### src/rtl/pipeline_hazard.sv
// Hazard controller for the five-stage pipeline: operand forwarding, load-use and
// redirect stall/flush control, and occupancy sequencing for the iterative mult/div unit.
//
// state | meaning
// IDLE  | no mult/div in flight; md_start_e launches one
// BUSY  | mult/div occupying EX, cnt counts down the remaining latency
// DONE  | result valid this cycle, EX released
module pipeline_hazard #(
  parameter int MDLAT = 32
) (
  input  logic       clk,
  input  logic       reset,
  input  logic [4:0] rs_d,
  input  logic [4:0] rt_d,
  input  logic [4:0] rs_e,
  input  logic [4:0] rt_e,
  input  logic [4:0] writereg_e,
  input  logic [4:0] writereg_m,
  input  logic [4:0] writereg_w,
  input  logic       regwrite_e,
  input  logic       regwrite_m,
  input  logic       regwrite_w,
  input  logic       memtoreg_e,
  input  logic       pcsrc_e,
  input  logic       md_start_e,
  output logic [1:0] fwda_e,
  output logic [1:0] fwdb_e,
  output logic       stall_f,
  output logic       stall_d,
  output logic       stall_e,
  output logic       flush_d,
  output logic       flush_e,
  output logic       flush_m,
  output logic       md_go,
  output logic       md_busy,
  output logic       md_done
);

  localparam logic [1:0] S_IDLE = 2'd0;
  localparam logic [1:0] S_BUSY = 2'd1;
  localparam logic [1:0] S_DONE = 2'd2;

  logic [1:0] state, state_nxt;
  logic [7:0] cnt, cnt_nxt;
  logic       lwstall, mdstall;

  function automatic logic [1:0] fwd_sel(input logic [4:0] src);
    if (regwrite_m && (writereg_m != 5'd0) && (writereg_m == src))
      return 2'b10;
    else if (regwrite_w && (writereg_w != 5'd0) && (writereg_w == src))
      return 2'b01;
    else
      return 2'b00;
  endfunction

  always_comb begin
    state_nxt = state;
    cnt_nxt   = cnt;
    case (state)
      S_IDLE: begin
        if (md_start_e) begin
          state_nxt = S_BUSY;
          cnt_nxt   = 8'(MDLAT - 1);
        end
      end
      S_BUSY: begin
        cnt_nxt = cnt - 8'd1;
        if (cnt == 8'd1) state_nxt = S_DONE;
      end
      S_DONE: state_nxt = S_IDLE;
      default: begin
        state_nxt = S_IDLE;
        cnt_nxt   = 8'd0;
      end
    endcase
  end

  always_ff @(posedge clk) begin
    if (reset) begin
      state <= S_IDLE;
      cnt   <= 8'd0;
    end else begin
      state <= state_nxt;
      cnt   <= cnt_nxt;
    end
  end

  assign lwstall = memtoreg_e && regwrite_e && (writereg_e != 5'd0) &&
                   ((writereg_e == rs_d) || (writereg_e == rt_d));
  assign mdstall = (state == S_BUSY) || ((state == S_IDLE) && md_start_e);

  // Priority: reset > mdstall > redirect > load-use.
  always_comb begin
    fwda_e  = 2'b00;
    fwdb_e  = 2'b00;
    stall_f = 1'b0;
    stall_d = 1'b0;
    stall_e = 1'b0;
    flush_d = 1'b0;
    flush_e = 1'b0;
    flush_m = 1'b0;
    md_go   = 1'b0;
    md_busy = 1'b0;
    md_done = 1'b0;
    if (reset) begin
      flush_d = 1'b1;
      flush_e = 1'b1;
      flush_m = 1'b1;
    end else begin
      fwda_e  = fwd_sel(rs_e);
      fwdb_e  = fwd_sel(rt_e);
      md_go   = (state == S_IDLE) && md_start_e;
      md_busy = mdstall;
      md_done = (state == S_DONE);
      if (mdstall) begin
        stall_f = 1'b1;
        stall_d = 1'b1;
        stall_e = 1'b1;
        flush_m = 1'b1;
      end else if (pcsrc_e) begin
        flush_d = 1'b1;
        flush_e = 1'b1;
      end else if (lwstall) begin
        stall_f = 1'b1;
        stall_d = 1'b1;
        flush_e = 1'b1;
      end
    end
  end

endmodule

### config.mk
export PLATFORM = sky130hd
export DESIGN_NAME = pipeline_hazard
export DESIGN_NICKNAME = d
export VERILOG_FILES = /design/src/rtl/pipeline_hazard.sv
export SDC_FILE = /design/constraint.sdc
export NUM_CORES = 1
export LEC_CHECK = 0
export BUFFER_PORTS_ARGS = -buffer_cell sky130_fd_sc_hd__buf_2
export CORE_ASPECT_RATIO = 0.6
export CORE_UTILIZATION = 40
export CTS_CLUSTER_SIZE = 16
export DETAILED_ROUTE_END_ITERATION = 10
export GPL_ROUTABILITY_DRIVEN = 0
export PLACE_DENSITY_LB_ADDON = 0.3
export SLEW_MARGIN = 15
export SYNTH_ARGS = -nofsm -noshare
export SYNTH_HDL_FRONTEND = slang
export SYNTH_SLANG_ARGS = --single-unit
### constraint.sdc
create_clock -name clk -period 1.46 [get_ports clk]
set_input_delay 0.146 -clock clk [delete_from_list [all_inputs] [get_ports clk]]
set_output_delay 0.146 -clock clk [all_outputs]
set_load 0.05 [all_outputs]
# Word level (Yosys, flattened, before mapping)
# Cells that the tools add are included.
dict set report word_totals {
  out_inout_bits 13
  input_bits 43
  ff_bits 10
}
dict set report classes {
  n_reduce_logical 18
  muxes 27
  n_addsub 1
  n_eq_ne 11
  bitwise_logic 1
}
# cell count
set ops {}
lappend ops {{5-bit == test} 6}
lappend ops {{8-bit case mux with 3 select lines} 1}
lappend ops {{1-bit two-way mux} 18}
lappend ops {{5-bit nonzero test} 3}
lappend ops {{2-bit two-way mux} 6}
lappend ops {{1-bit logical AND} 10}
lappend ops {{8-bit by 1-bit == test with 1-bit output (second input constant)} 1}
lappend ops {{8-bit two-way mux} 1}
lappend ops {{8-bit by 1-bit subtractor with 8-bit output (second input constant)} 1}
lappend ops {{2-bit != test (second input constant)} 2}
lappend ops {{2-bit case mux with 2 select lines} 1}
lappend ops {{2-bit AND reduction} 2}
lappend ops {{2-bit by 1-bit == test with 1-bit output (second input constant)} 1}
lappend ops {{2-bit == test (second input constant)} 1}
lappend ops {{2-bit logical NOT} 1}
lappend ops {{1-bit logical OR} 2}
lappend ops {{1-bit inverter} 1}

# Longest topological paths before layout
dict set report logic_depth {
  word_depth 7
  ltp_mapped 6
}

# Worst setup path after synthesis
# Ideal clock, no wire load.
dict set report synth_path {
  path_kind {input-to-output}
  from {in reset}
  to {out stall_f}
  arrival_time_ns 2.324
  cell_stages 4
  slack_ns -1.010
  n_path_buf 2
  cell_sequence {clkbuf_1 > or2_2 > o32ai_1 > buf_4}
}
dict set report synth_between {
  elab_chain_cells 1
}
# item line_no
set synth_lines {}
lappend synth_lines {{start, declared} 12} ;# input logic reset,
lappend synth_lines {{1-bit two-way mux} n/a}
lappend synth_lines {{end, declared} 28} ;# output logic stall_f,
# No other way between the ends.

# Final worst setup path
dict set report layout_path {
  from {in rt_e[2]}
  to {out fwdb_e[0]}
}
dict set report layout_between {
  elab_chain_cells 5
  elab_cells_between_ends 7
  cone_classes {eq/ne (2); mux (3); reduce/logical (2)}
}
# item line_no
set layout_lines {}
lappend layout_lines {{start, declared} 16} ;# input logic [4:0] rt_e,
lappend layout_lines {{5-bit == test} 50} ;# else if (regwrite_w && (writereg_w != 5'd0) && (writereg_w == src))
lappend layout_lines {{1-bit logical AND} 50}
lappend layout_lines {{1-bit two-way mux} 50}
lappend layout_lines {{2-bit two-way mux *} 48} ;# if (regwrite_m && (writereg_m != 5'd0) && (writereg_m == src))
lappend layout_lines {{2-bit two-way mux *} 105} ;# if (reset) begin
lappend layout_lines {{end, declared} 27} ;# output logic [1:0] fwdb_e,
# Mark *: on every way between the ends. The rest lies on a longest branch, timed or not.

==> results.ini <==
[grt]
antenna_found_initial=0
grt_pass1_vias=1180
grt_remaining_overflow=0
grt_max_degree=18
grt_use_total=0.2732
grt_first_pass_wirelength_um=5340

[synthesis]
synth-seq-cells=10
syn_area_per_cell_um2=8.000
syn_inst=127
synth-edff-count=0
synth_cell_types=39
seq_area_frac_synth=0.1970
async_flop_share=0
synth_top_flop_cell=dfxtp_1
syn-cell-area_mm2=0.001016
synth.net_count=172
ys_warn_count=0

[cells_and_area]
drive_above_1_share=0.5694
area_growth_pct=82.64
final_cells=239
final_common_cell=buf_2
mostFrequentLayoutCells=39 x buf_2, 28 x buf_4, 20 x xor2_1
design_area_mm2=0.001856
n_antenna_cell=0
nets=255
fillerInstances=146

[clock_tree]
cts_buffers=3
clockBufferDepth=2
cts_tree=built
h-tree-depth=1
clockRootBuffer=clkbuf_8
hold_buffers=0
clk_pin_slew_ps=50
cts_sinks=10
clock_latency_ps=230

[timing]
fmax_mhz=629.5
hold_viol=0
worst_pin_slew_ps=342.1
drv_slew=0
fin_skew_ps=2.115
setup_viol=6
period_minus_slack_ps=1588
timing.final.crit_share=1.088
slew_headroom=0.7702
whs_ps=379.8
rsz0062_at_grt=true
setup_ws_ps=-128.5

[run_status]
status=finished with violations
failed_checks=negative setup slack

[placement]
dp_cells=233
placed_cell_area_mm2=0.001602
dp_hpwl_um=2725
port_buffers=55

[die]
die-area_mm2=0.002752
dieHeight_um=41.04
io_pins=56
core_mm2=0.002277
rows=13
die_x_um=67.07
start_util=0.4462

[critical_path]
cp_max_fo=2
end_kind=output pin
cp.arrival_ps=1440
timing.critical_path.mode_cell=buf_6
cp_data_required_time_ps=1310
start_kind=input port
cp_slowest_stage_delay_ps=550
slowest_stage=or4_4
path_class=in -> out
cp_cell_sequence=buf_6, xor2_1, or4_4, nor4_4, buf_6

[routing]
firstDrtPassIters=4
finalWirelength_um=3616
viasPerCell=5.494
wire_per_inst_um=15.13
num_vias=1313
ant_nets=0
drtIter0Drc=62
route.detailed.drc=0

[power]
p_per_area_mw_per_mm2=711.7
leakage_nw=0.7992
vdd_drop_max_v=0.0006951

[worst_hold_path]
hold_path.class=in -> reg

[flow_run]
cap_violations=0

[cell families after synthesis]
logic type / count (synthesis) / synth area share
AND/OR/NAND/NOR: 52 / 0.2857
XOR/XNOR: 30 / 0.2586
AO/OA/AOI/OAI: 22 / 0.1650
flip-flops: 10 / 0.1970
buffers and inverters: 8 / 0.03694
multiplexers: 3 / 0.03202
adder cells (fa/ha/maj): 2 / 0.02463
[cell type report]
class                   count  area [um^2]  area share
repair buffers             83        585.6      0.3156
inverters                   3        11.26    0.006069
flip-flops and latches     10        201.4      0.1086
clock buffers               4        55.05     0.02967
multi-input cells         109        964.7      0.5199
well taps                  30        37.54     0.02023
[sequential cells by signal, indices dropped and copies added, names as in the netlist]
signal  cells
state       2
cnt         8
[metal layers]
metal  routed length [um]  part of all wire  vias to the layer above  global-route usage
met3                  264             0.073                       14             0.06111
met2                 1816              0.50                       62              0.5300
met4                  123             0.034                        0             0.06915
met1                 1413              0.39                      617              0.3135
li1                     -                 -                      620                   -
met5                    0                 0                        -                   0
[worst max-delay path: cells and delay by family]
| family | cells | cell delay (ps) |
|---|---|---|
| simple gates | 2 | 850 |
| buf+inv | 2 | 290 |
| xor+xnor | 1 | 160 |
[through the flow]
step                      utilization  TNS (ps)  setup WS [ps]  power [W]
after CTS                      0.7852    -378.4         -131.7   0.001288
final                          0.8148    -351.7         -128.5   0.001321
after detailed placement       0.7033    -988.0         -237.5  0.0008962
after global routing           0.8148    -619.4         -178.7   0.001398
after floorplan                     -    -696.4         -243.0  0.0006789
after global placement         0.7033    -758.5         -197.1  0.0008667
[synthesized netlist by cell type (2+ instances only)]
cell type  number  area share
nand2b_1        3       0.018
a311oi_1        3       0.026
o31ai_1         2       0.015
or4_1           5       0.037
dfxtp_1        10        0.20
nand3_1         2      0.0099
ha_1            2       0.025
nand2_1         7       0.026
mux2_2          2       0.022
xor2_1         20        0.17
clkbuf_1        2      0.0074
a31oi_1         3       0.018
nor4_1          3       0.018
nor2_1         13       0.048
o22a_1          3       0.026
inv_1           3       0.011
nor4_2          2       0.025
buf_4           2       0.015
nor3_1          7       0.034
nor2b_1         4       0.025
nor3b_1         2       0.015
xnor2_1        10       0.086
[power by group]
part	internal (W)	switching [W]
clock network	0.000237	0.000107
registers	0.000301	0.0000314
logic	0.000305	0.000339
total	0.000843	0.000478
[what timing repair did]
item	CTS	global route
endpoints found under the setup margin	9	12
buffers inserted	1	2
cloned	0	0
resized for setup	29	16
pin swaps	7	4
[final timing paths]
check                                          from                     to  slack [ps]  cells past startpoint
worst min register to register  cnt[7]$_SDFFE_PP0P_    cnt[7]$_SDFFE_PP0P_         480                      1
worst min-delay path                     md_start_e  state[0]$_SDFFE_PP0P_         380                      4
worst max register to register  cnt[1]$_SDFFE_PP0P_    cnt[4]$_SDFFE_PP0P_         100                      6
worst max-delay path                        rt_e[2]              fwdb_e[0]        -130                      5
(Power assumes the default switching activity.)
